File: src/rtl/guia_0511_if.sv
// Operand/result stream bundle for guia_0511: operands and op in, registered result out.
// master drives operands and accepts results; slave is the logic unit.
interface guia_0511_if #(parameter int WIDTH = 4);
    logic             in_valid;
    logic             in_ready;
    logic [WIDTH-1:0] a;
    logic [WIDTH-1:0] b;
    logic [2:0]       op;
    logic             out_valid;
    logic             out_ready;
    logic [WIDTH-1:0] s;
    logic             out_par;

    modport master (
        output in_valid, a, b, op, out_ready,
        input  in_ready, out_valid, s, out_par
    );

    modport slave (
        input  in_valid, a, b, op, out_ready,
        output in_ready, out_valid, s, out_par
    );
endinterface

File: src/rtl/guia_0511.sv
// WIDTH-bit two-operand logic unit (8 functions incl. IMPLY) with a hardware truth-table sweep
// folding all results into a SIGW-bit signature. Stream latency 1, full throughput; in_ready
// drops under output backpressure and outside IDLE. Optional parity: GUIA_0511_OUT_PARITY_EN.
module guia_0511 #(
    parameter int WIDTH = 4,
    parameter int SIGW  = 16
) (
    input  logic            clk,
    input  logic            rst_n,
    guia_0511_if.slave      bus,
    input  logic            start,
    output logic            busy,
    output logic            done,
    output logic [SIGW-1:0] sig
);
    localparam int CW = 14;
    localparam logic [CW-1:0] CNT_LAST = CW'((1 << (2 * WIDTH)) - 1);

    typedef enum logic [1:0] {IDLE, SWEEP, DONE} state_t;

    state_t           state;
    logic [CW-1:0]    cnt;
    logic [2:0]       op_lat;
    logic [WIDTH-1:0] s_q;
    logic             out_valid_q;
    logic             busy_q;
    logic             done_q;
    logic [SIGW-1:0]  sig_q;
    logic             in_ready_int;
    logic             accept;
    logic [WIDTH-1:0] stream_res;
    logic [WIDTH-1:0] sweep_res;
    logic [WIDTH-1:0] sweep_a;
    logic [WIDTH-1:0] sweep_b;

    function automatic logic [WIDTH-1:0] logic_fn(input logic [2:0] f,
                                                  input logic [WIDTH-1:0] x,
                                                  input logic [WIDTH-1:0] y);
        case (f)
            3'b000:  return x & y;
            3'b001:  return x | y;
            3'b010:  return ~(x & y);
            3'b011:  return ~(x | y);
            3'b100:  return x ^ y;
            3'b101:  return ~(x ^ y);
            3'b110:  return ~x | y;
            default: return x & ~y;
        endcase
    endfunction

    // A start request in IDLE takes priority over a concurrent operand beat.
    assign in_ready_int = rst_n && (state == IDLE) && !start && (!out_valid_q || bus.out_ready);
    assign accept       = bus.in_valid && in_ready_int;
    assign stream_res   = logic_fn(bus.op, bus.a, bus.b);
    assign sweep_a      = cnt[2*WIDTH-1:WIDTH];
    assign sweep_b      = cnt[WIDTH-1:0];
    assign sweep_res    = logic_fn(op_lat, sweep_a, sweep_b);

    assign bus.in_ready  = in_ready_int;
    assign bus.out_valid = out_valid_q;
    assign bus.s         = s_q;
    assign busy          = busy_q;
    assign done          = done_q;
    assign sig           = sig_q;

    always_ff @(posedge clk or negedge rst_n) begin
        if (!rst_n) begin
            state       <= IDLE;
            cnt         <= '0;
            op_lat      <= '0;
            s_q         <= '0;
            out_valid_q <= 1'b0;
            busy_q      <= 1'b0;
            done_q      <= 1'b0;
            sig_q       <= '0;
        end else begin
            done_q <= 1'b0;
            // The output stage drains independently of the FSM state.
            if (accept) begin
                s_q         <= stream_res;
                out_valid_q <= 1'b1;
            end else if (bus.out_ready) begin
                out_valid_q <= 1'b0;
            end
            case (state)
                IDLE: begin
                    if (start) begin
                        state  <= SWEEP;
                        op_lat <= bus.op;
                        sig_q  <= '0;
                        cnt    <= '0;
                        busy_q <= 1'b1;
                    end
                end
                SWEEP: begin
                    sig_q <= {sig_q[SIGW-2:0], sig_q[SIGW-1]} ^ SIGW'(sweep_res);
                    if (cnt == CNT_LAST) begin
                        cnt    <= '0;
                        state  <= DONE;
                        busy_q <= 1'b0;
                        done_q <= 1'b1;
                    end else begin
                        cnt <= cnt + CW'(1);
                    end
                end
                DONE:    state <= IDLE;
                default: state <= IDLE;
            endcase
        end
    end

`ifdef GUIA_0511_OUT_PARITY_EN
    logic par_q;

    always_ff @(posedge clk or negedge rst_n) begin
        if (!rst_n) begin
            par_q <= 1'b0;
        end else if (accept) begin
            par_q <= ^stream_res;
        end
    end

    assign bus.out_par = par_q;
`else
    assign bus.out_par = 1'b0;
`endif
endmodule

File: src/flat_wrapper.sv
// flat-port wrapper written by rule: the top's interface ports become plain ports
module guia_0511_flat 
#(
    parameter int WIDTH = 4,
    parameter int SIGW  = 16
)
  (clk, rst_n, start, busy, done, sig, bus_in_valid, bus_a, bus_b, bus_op, bus_out_ready, bus_in_ready, bus_out_valid, bus_s, bus_out_par);
  guia_0511_if #(.WIDTH(WIDTH)) bus_i ();
  input  logic clk;
  input  logic rst_n;
  input  logic start;
  output logic busy;
  output logic done;
  output logic [SIGW-1:0] sig;
  input wire logic [$bits(bus_i.in_valid)-1:0] bus_in_valid;
  input wire logic [$bits(bus_i.a)-1:0] bus_a;
  input wire logic [$bits(bus_i.b)-1:0] bus_b;
  input wire logic [$bits(bus_i.op)-1:0] bus_op;
  input wire logic [$bits(bus_i.out_ready)-1:0] bus_out_ready;
  output wire logic [$bits(bus_i.in_ready)-1:0] bus_in_ready;
  output wire logic [$bits(bus_i.out_valid)-1:0] bus_out_valid;
  output wire logic [$bits(bus_i.s)-1:0] bus_s;
  output wire logic [$bits(bus_i.out_par)-1:0] bus_out_par;
  assign bus_i.in_valid = bus_in_valid;
  assign bus_i.a = bus_a;
  assign bus_i.b = bus_b;
  assign bus_i.op = bus_op;
  assign bus_i.out_ready = bus_out_ready;
  assign bus_in_ready = bus_i.in_ready;
  assign bus_out_valid = bus_i.out_valid;
  assign bus_s = bus_i.s;
  assign bus_out_par = bus_i.out_par;
  guia_0511 #(.WIDTH(WIDTH), .SIGW(SIGW)) u_core (.clk(clk), .rst_n(rst_n), .bus(bus_i), .start(start), .busy(busy), .done(done), .sig(sig));
endmodule
File: config.mk
export PLATFORM = sky130hd
export DESIGN_NAME = guia_0511_flat
export DESIGN_NICKNAME = d
export VERILOG_FILES = /design/src/rtl/guia_0511_if.sv /design/src/rtl/guia_0511.sv /design/src/flat_wrapper.sv
export SDC_FILE = /design/constraint.sdc
export NUM_CORES = 1
export LEC_CHECK = 0
export BUFFER_PORTS_ARGS = -buffer_cell sky130_fd_sc_hd__buf_2
export CAP_MARGIN = 0
export CORE_UTILIZATION = 58
export CTS_BUF_LIST = sky130_fd_sc_hd__clkbuf_16
export DETAILED_ROUTE_END_ITERATION = 12
export HOLD_SLACK_MARGIN = 0.08
export PLACE_DENSITY_LB_ADDON = 0.12
export SLEW_MARGIN = 20
export SYNTH_ARGS = -nofsm -noshare
export SYNTH_HDL_FRONTEND = slang
export SYNTH_SLANG_ARGS = --single-unit
File: constraint.sdc
create_clock -name clk -period 2.6 [get_ports clk]
set_clock_uncertainty 0.05 [all_clocks]
set_input_delay 0.52 -clock clk [delete_from_list [all_inputs] [get_ports clk]]
set_output_delay 0.52 -clock clk [all_outputs]
set_load 0.01 [all_outputs]
==> results of run 1 <==
-- how the worst max path moves through the flow --
| stage | cells past startpoint | end | start | slack, ns |
|---|---|---|---|---|
| after floorplan | 6 | u_core.sig[3]$_DFFE_PN0P_ | u_core.cnt[3]$_DFFE_PN0P_ | 0.70 |
| after global placement | 6 | u_core.sig[3]$_DFFE_PN0P_ | u_core.cnt[3]$_DFFE_PN0P_ | 0.62 |
| after detailed placement | 6 | u_core.cnt[11]$_DFFE_PN0P_ | u_core.cnt[0]$_DFFE_PN0P_ | 0.56 |
| after CTS | 6 | u_core.sig[3]$_DFFE_PN0P_ | u_core.cnt[3]$_DFFE_PN0P_ | 0.54 |
| after global routing | 6 | u_core.sig[3]$_DFFE_PN0P_ | u_core.cnt[3]$_DFFE_PN0P_ | 0.37 |
| final | 6 | u_core.cnt[3]$_DFFE_PN0P_ | u_core.cnt[0]$_DFFE_PN0P_ | 0.54 |
-- layout by cell type, fill, tap and decap left out, types with 10 or more instances in the layout --
| cell | count |
|---|---|
| nand3_1 | 19 |
| buf_2 | 39 |
| ha_1 | 25 |
| dfrtp_1 | 42 |
| inv_1 | 25 |
| xnor2_1 | 10 |
| a21oi_1 | 22 |
| o21ai_0 | 21 |
| nor2_1 | 10 |
| nand2_1 | 59 |
-- per-stage QoR --
stage               hold slack [ns]  std cells  util (%)  cell area [µm²]  power (mW)
global route                 0.3750        451     69.38             3342       1.754
finish                       0.2979        451     69.38             3342       1.674
floorplan                    0.1744        352         -             2972      0.9405
detailed placement           0.4182        443     66.29             3193       1.055
CTS                          0.3472        451     69.38             3342       1.685
global placement             0.4099        443     66.29             3193       1.046
-- worst max-delay path, stage by stage (launching register included) --
cell and delay, ns:
dfrtp_1 0.44, ha_1 0.23, and3_1 0.19, nand3_1 0.20, o41a_1 0.55, a21oi_1 0.20
o21ai_1 0.08
-- registers in the layout, indices dropped and copies added (netlist names) --
signal                cells
u_core.sig               16
u_core.bus.out_valid      1
u_core.cnt               14
u_core.state              2
u_core.done               1
u_core.op_lat             3
u_core.busy               1
u_core.bus.s              4
-- cells by family (layout without fill, tap and decap cells) --
| group | Yosys count | after routing | synth area share [%] |
|---|---|---|---|
| xor+xnor | 14 | 14 | 4.126 |
| mux | 8 | 8 | 2.905 |
| compound gates | 74 | 74 | 15.62 |
| fa+ha+maj | 25 | 25 | 10.53 |
| flops | 42 | 42 | 35.37 |
| simple gates | 143 | 143 | 24.97 |
| other cells | 1 | 1 | 0.1262 |
| buf+inv | 45 | 77 | 6.358 |
-- final cells by class --
class	instances	area, µm²
Timing Repair Buffer	44	232.7
Multi-Input combinational cell	265	1732
Tap cell	67	83.83
Clock buffer	5	125.1
Inverter	25	93.84
Sequential cell	42	1051
Clock inverter	3	23.77
Fill cell	401	1475
-- cell usage after synthesis, types with 2 or more instances --
cell / count / area share, %
xnor2_1: 10 / 2.9
nor4b_1: 5 / 1.5
nand3b_1: 6 / 1.5
inv_1: 25 / 3.2
nand2b_1: 6 / 1.3
o21ai_1: 4 / 0.67
ha_1: 25 / 11
o211ai_1: 4 / 1.0
nand2_1: 59 / 7.5
and2_1: 5 / 1.1
or2_2: 4 / 0.84
clkbuf_1: 11 / 1.4
nor3_1: 4 / 0.67
buf_4: 2 / 0.51
a311oi_1: 2 / 0.59
a311o_1: 3 / 1.0
xor2_1: 4 / 1.2
buf_1: 2 / 0.25
nor2_1: 10 / 1.3
and2b_2: 2 / 0.59
mux2i_1: 3 / 1.0
or3_1: 3 / 0.63
a21oi_2: 3 / 0.88
a21oi_1: 22 / 3.7
buf_2: 4 / 0.67
nand3_1: 19 / 3.2
o21ai_0: 21 / 3.5
nand4_1: 3 / 0.63
a31oi_1: 4 / 0.84
nor4_1: 2 / 0.42
mux2_2: 5 / 1.9
nor2b_1: 7 / 1.5
dfrtp_1: 42 / 35
-- metal layers --
metal / routed length, µm / vias to the layer above
li1: - / 1268
met3: 278 / 11
met1: 2972 / 1233
met2: 3117 / 69
met5: 0 / -
met4: 107 / 0
-- power groups by stage --
| stage | clock (mW) | sequential (mW) | combinational (mW) |
|---|---|---|---|
| 6_report | 0.629 | 0.775 | 0.269 |
| 4_1_cts | 0.639 | 0.774 | 0.273 |
| 3_5_place_dp | 0 | 0.784 | 0.271 |
| 2_1_floorplan | 0 | 0.795 | 0.145 |
| 5_1_grt | 0.665 | 0.783 | 0.306 |
| 3_3_place_gp | 0 | 0.783 | 0.263 |
==> metrics.txt, run 1 <==
Combinational Power Share=16.1%; Worst Path Max Fanout=9; GPL Wtd Cong=roughly 0.8; total number of vias=2581; I/O Buffers=39; gr usage total=25.35%; clock tree buffer depth=2; Net Sw Frac=about 29%; die width=73.58 µm; fin crit share=79.42%; P&R area growth vs syn=12.46%; Seq pwr share=46.3%; Die ar.=0.005414 mm²; post-route ant nets=0; RSZ-0062 raised after global routing=false; clock power share=between 30% and 40%; TritonCTS clock tree=yes; DR iter-0 viols=139; Final #Nets=424; startpoint types=register; yosys warns=0; largest net degree at the start of global routing=43; number of flops mapped to enable cells by yosys=0; reg-to-reg startpoint=u_core.cnt[0]$_DFFE_PN0P_; first-pass GRT wire length=between 10000 and 15000 µm; cts repair resizes=0; met1 Resource Use GR=roughly 35%; initial cell density of the core=61.69%; Post-CTS Hold Buffers=0; mean routed wirelength per cell=about 14 µm; setup violators final=0; clock root cell=clkbuf_16; DRC violations left=0; post-synthesis sequential area ratio=35.37%; mean area per synthesized cell=8.442 µm²; Syn Nets=393; top_reg_cell synth=dfrtp_1; internal power=1.190 mW; static leakage=around 1.6 nW; r2r endpoint=u_core.cnt[3]$_DFFE_PN0P_; R2R setup slack=0.54 ns; postcts setup bufs=0; Setup TNS=0 ns; worst skew pair latency=0.28 ns; DR pass1 iterations=4; n_diodes=0; Netlist Area Pre-Place=a little under 0.003 mm²; max-cap violations=0; VDD IR max=0.4462 mV; core area=just under 0.005 mm²; post-synthesis register bit count=42; Req. time, crit path=2.71 ns; min Tclk post-route=2.065 ns; CTS Buf Count=5; number of I/O pins=41; Peak Freq=484.3 MHz; post-DP HPWL=4703 µm; Setup CP Type=reg2reg; Setup WS pre-CTS=0.5589 ns; Tightest Pin Transition=0.7852 ns; drt total wl=around 6500 µm; final hold vios=0; Die Y=73.58 µm; status=complete, no violations; Post-Syn Instances=352; Net Sw Power=roughly 0.48 mW; vias in the first global route=2210; GR Layer Usage met2=41.39%; Slew Viols, Final=0; M3 GR Usage=3.978%; total grt overflow=0; Pwr Density=500.8 mW/mm²; FF-to-FF path depth=6; routed vias/inst=about 5.7; Slew headroom=47.66%; layout cells sized above 1=a little under a fifth; Crit. End Element=register; HP Class=in2async; Clk pin slew, worst setup/hold paths=0.06 ns; Unique masters post-synth=54; final worst slack=0.5351 ns; TritonCTS Sinks=42; global routing's busiest layer=met2; Rows=25; Arr. time, crit path=2.18 ns; asr flop ratio synth=100.0%; initial antenna violation count=0; Max H-tree Level=2
(Power assumes the default switching activity.)
==> inputs of run 2 (changes only) <==
clock period = 1.9 ns   (was 2.6 ns; I/O delays follow)
==> run 2 against run 1 <==
Sequential power grew 35%; global-route usage grew 2.6 points; largest cell class unchanged; flip-flop and latch count is the same.
==> metrics.txt, run 2 (same netlist as run 1, synthesis figures left out) <==
status=complete, no violations; largest net degree at the start of global routing=43 (unchanged); VDD IR max=0.5592 mV (+25%); Slew headroom=64.13% (+16 points); initial antenna violation count=0 (unchanged); reg-to-reg startpoint=u_core.cnt[3]$_DFFE_PN0P_; total grt overflow=0 (unchanged); Rows=25 (unchanged); HP Class=in2async; fin crit share=97.53% (+18 points); Max H-tree Level=2 (unchanged); DR iter-0 viols=208 (+50%); r2r endpoint=u_core.cnt[10]$_DFFE_PN0P_; Pwr Density=664.8 mW/mm² (+33%); clock root cell=clkbuf_16; TritonCTS clock tree=yes; startpoint types=register; final hold vios=0 (unchanged); DR pass1 iterations=4 (unchanged); Tightest Pin Transition=0.5381 ns (-0.2471 ns); Req. time, crit path=2.00 ns (-0.71 ns); dpl cells=461 (+4.1%); Setup CP Type=reg2reg; vias in the first global route=2497 (+13%); Clk pin slew, worst setup/hold paths=0.06 ns (about the same); RSZ-0062 raised after global routing=true; layout cells sized above 1=28.26% (+10 points); min Tclk post-route=1.853 ns (-0.2118 ns); worst skew pair latency=0.28 ns (about the same); static leakage=1.706 nW (+8.7%); # fillers=361 (-10%); final cell count without fillers=474 (+5.1%); Die ar.=0.005414 mm² (unchanged); Worst Path Max Fanout=5 (-4); total power=2.446 mW (+46%); P&R area growth vs syn=23.79%; Largest register FFs=16 (unchanged); number of I/O pins=41 (unchanged); post-route ant nets=0 (unchanged); Arr. time, crit path=1.95 ns (-0.23 ns); FF-to-FF path depth=7 (+1); I/O Buffers=39 (unchanged); clock tree buffer depth=2 (unchanged); max-cap violations=0 (unchanged); most frequent cells in the layout=58 x nand2_1, 42 x dfrtp_1, 39 x buf_2; mean routed wirelength per cell=15.24 µm (+6.1%); core area=0.004817 mm² (unchanged); routed vias/inst=5.675 (-0.83%); R2R setup slack=0.05 ns (-0.49 ns); TritonCTS Sinks=42 (unchanged); Peak Freq=539.6 MHz (+11%); commonest non-fill, non-tap cell in the layout=nand2_1; setup violators final=0 (unchanged); gr usage total=27.92% (+2.6 points); Post-CTS Hold Buffers=0 (unchanged); first-pass GRT wire length=11570 µm (+10%); CTS Buf Count=5 (unchanged); Slew Viols, Final=0 (unchanged); post-DP HPWL=4805 µm (+2.2%); Crit. End Element=register; die width=73.58 µm (unchanged); initial cell density of the core=61.69% (unchanged); GPL Wtd Cong=0.8611 (+8.4%); DRC violations left=0 (unchanged); total number of vias=2690 (+4.2%); Setup WS pre-CTS=0.02537 ns (-0.5335 ns); Final #Nets=447 (+5.4%); drt total wl=7223 µm (+12%); final worst slack=0.04690 ns (-0.4882 ns); n_diodes=0 (unchanged); Die Y=73.58 µm (unchanged)
## run 2: changes by cell type in the layout (fill, tap and decap cells not counted), moves of 4 or more
cell	delta
ha_4	+4
buf_4	+21
inv_2	+5
inv_1	-4
ha_1	-4
## run 2: metrics by stage
| step | hold slack (ns) | util, % | area (µm²) | TNS [ns] |
|---|---|---|---|---|
| 2_1_floorplan | 0.03441 | - | 2972 | 0 |
| 3_3_place_gp | 0.4194 | 69.35 | 3341 | 0 |
| 3_5_place_dp | 0.4198 | 69.35 | 3341 | 0 |
| 4_1_cts | 0.2044 | 73.48 | 3540 | -0.003256 |
| 5_1_grt | 0.2295 | 76.36 | 3679 | -0.09482 |
| 6_report | 0.1805 | 76.36 | 3679 | 0 |
## run 2: repair_timing
action	4_1_cts	5_1_grt
gates cloned	0	1
gates resized for setup	6	23
setup buffers	1	3
pin swaps	2	5
setup endpoints to repair	1	12
## run 2: cell type report
type / instances / area [µm²] / share of cell area, %
Clock buffer: 5 / 125.1 / 3.401
Clock inverter: 3 / 41.29 / 1.122
Inverter: 25 / 93.84 / 2.551
Multi-Input combinational cell: 266 / 1873 / 50.92
Sequential cell: 42 / 1051 / 28.57
Tap cell: 67 / 83.83 / 2.279
Timing Repair Buffer: 66 / 410.4 / 11.16
## run 2: critical path, stage by stage, from the launching register on
cell     delay, ns
dfrtp_1       0.38
buf_4         0.12
buf_4         0.12
and3_4        0.20
nand3_4       0.09
o41a_1        0.50
o21ai_1       0.15
a31oi_1       0.11
## run 2: where the power goes
part           switching [mW]  total [mW]  internal (mW)
Combinational           0.239       0.429          0.190
Sequential             0.0771        1.05          0.975
Clock                   0.350       0.965          0.615
Total                   0.666        2.45           1.78
## run 2: how the worst max path moves through the flow
stage	from	end	slack, ns	cells after the start
after floorplan	u_core.cnt[3]$_DFFE_PN0P_	u_core.sig[3]$_DFFE_PN0P_	0.0008	6
after global placement	u_core.cnt[3]$_DFFE_PN0P_	u_core.sig[3]$_DFFE_PN0P_	0.06	6
after detailed placement	u_core.cnt[0]$_DFFE_PN0P_	u_core.cnt[10]$_DFFE_PN0P_	0.03	6
after CTS	u_core.cnt[3]$_DFFE_PN0P_	u_core.sig[3]$_DFFE_PN0P_	-0.003	6
after global routing	u_core.cnt[9]$_DFFE_PN0P_	u_core.cnt[10]$_DFFE_PN0P_	-0.04	5
final	u_core.cnt[3]$_DFFE_PN0P_	u_core.cnt[10]$_DFFE_PN0P_	0.05	7
## run 2: layer usage
metal  vias to the layer above  global-route usage, %  routed length, µm
li1                       1315                      -                  -
met1                      1272                  37.88               3385
met2                        91                  45.87               3409
met3                        12                  4.390                327
met4                         0                  8.547                101
met5                         -                      0                  0
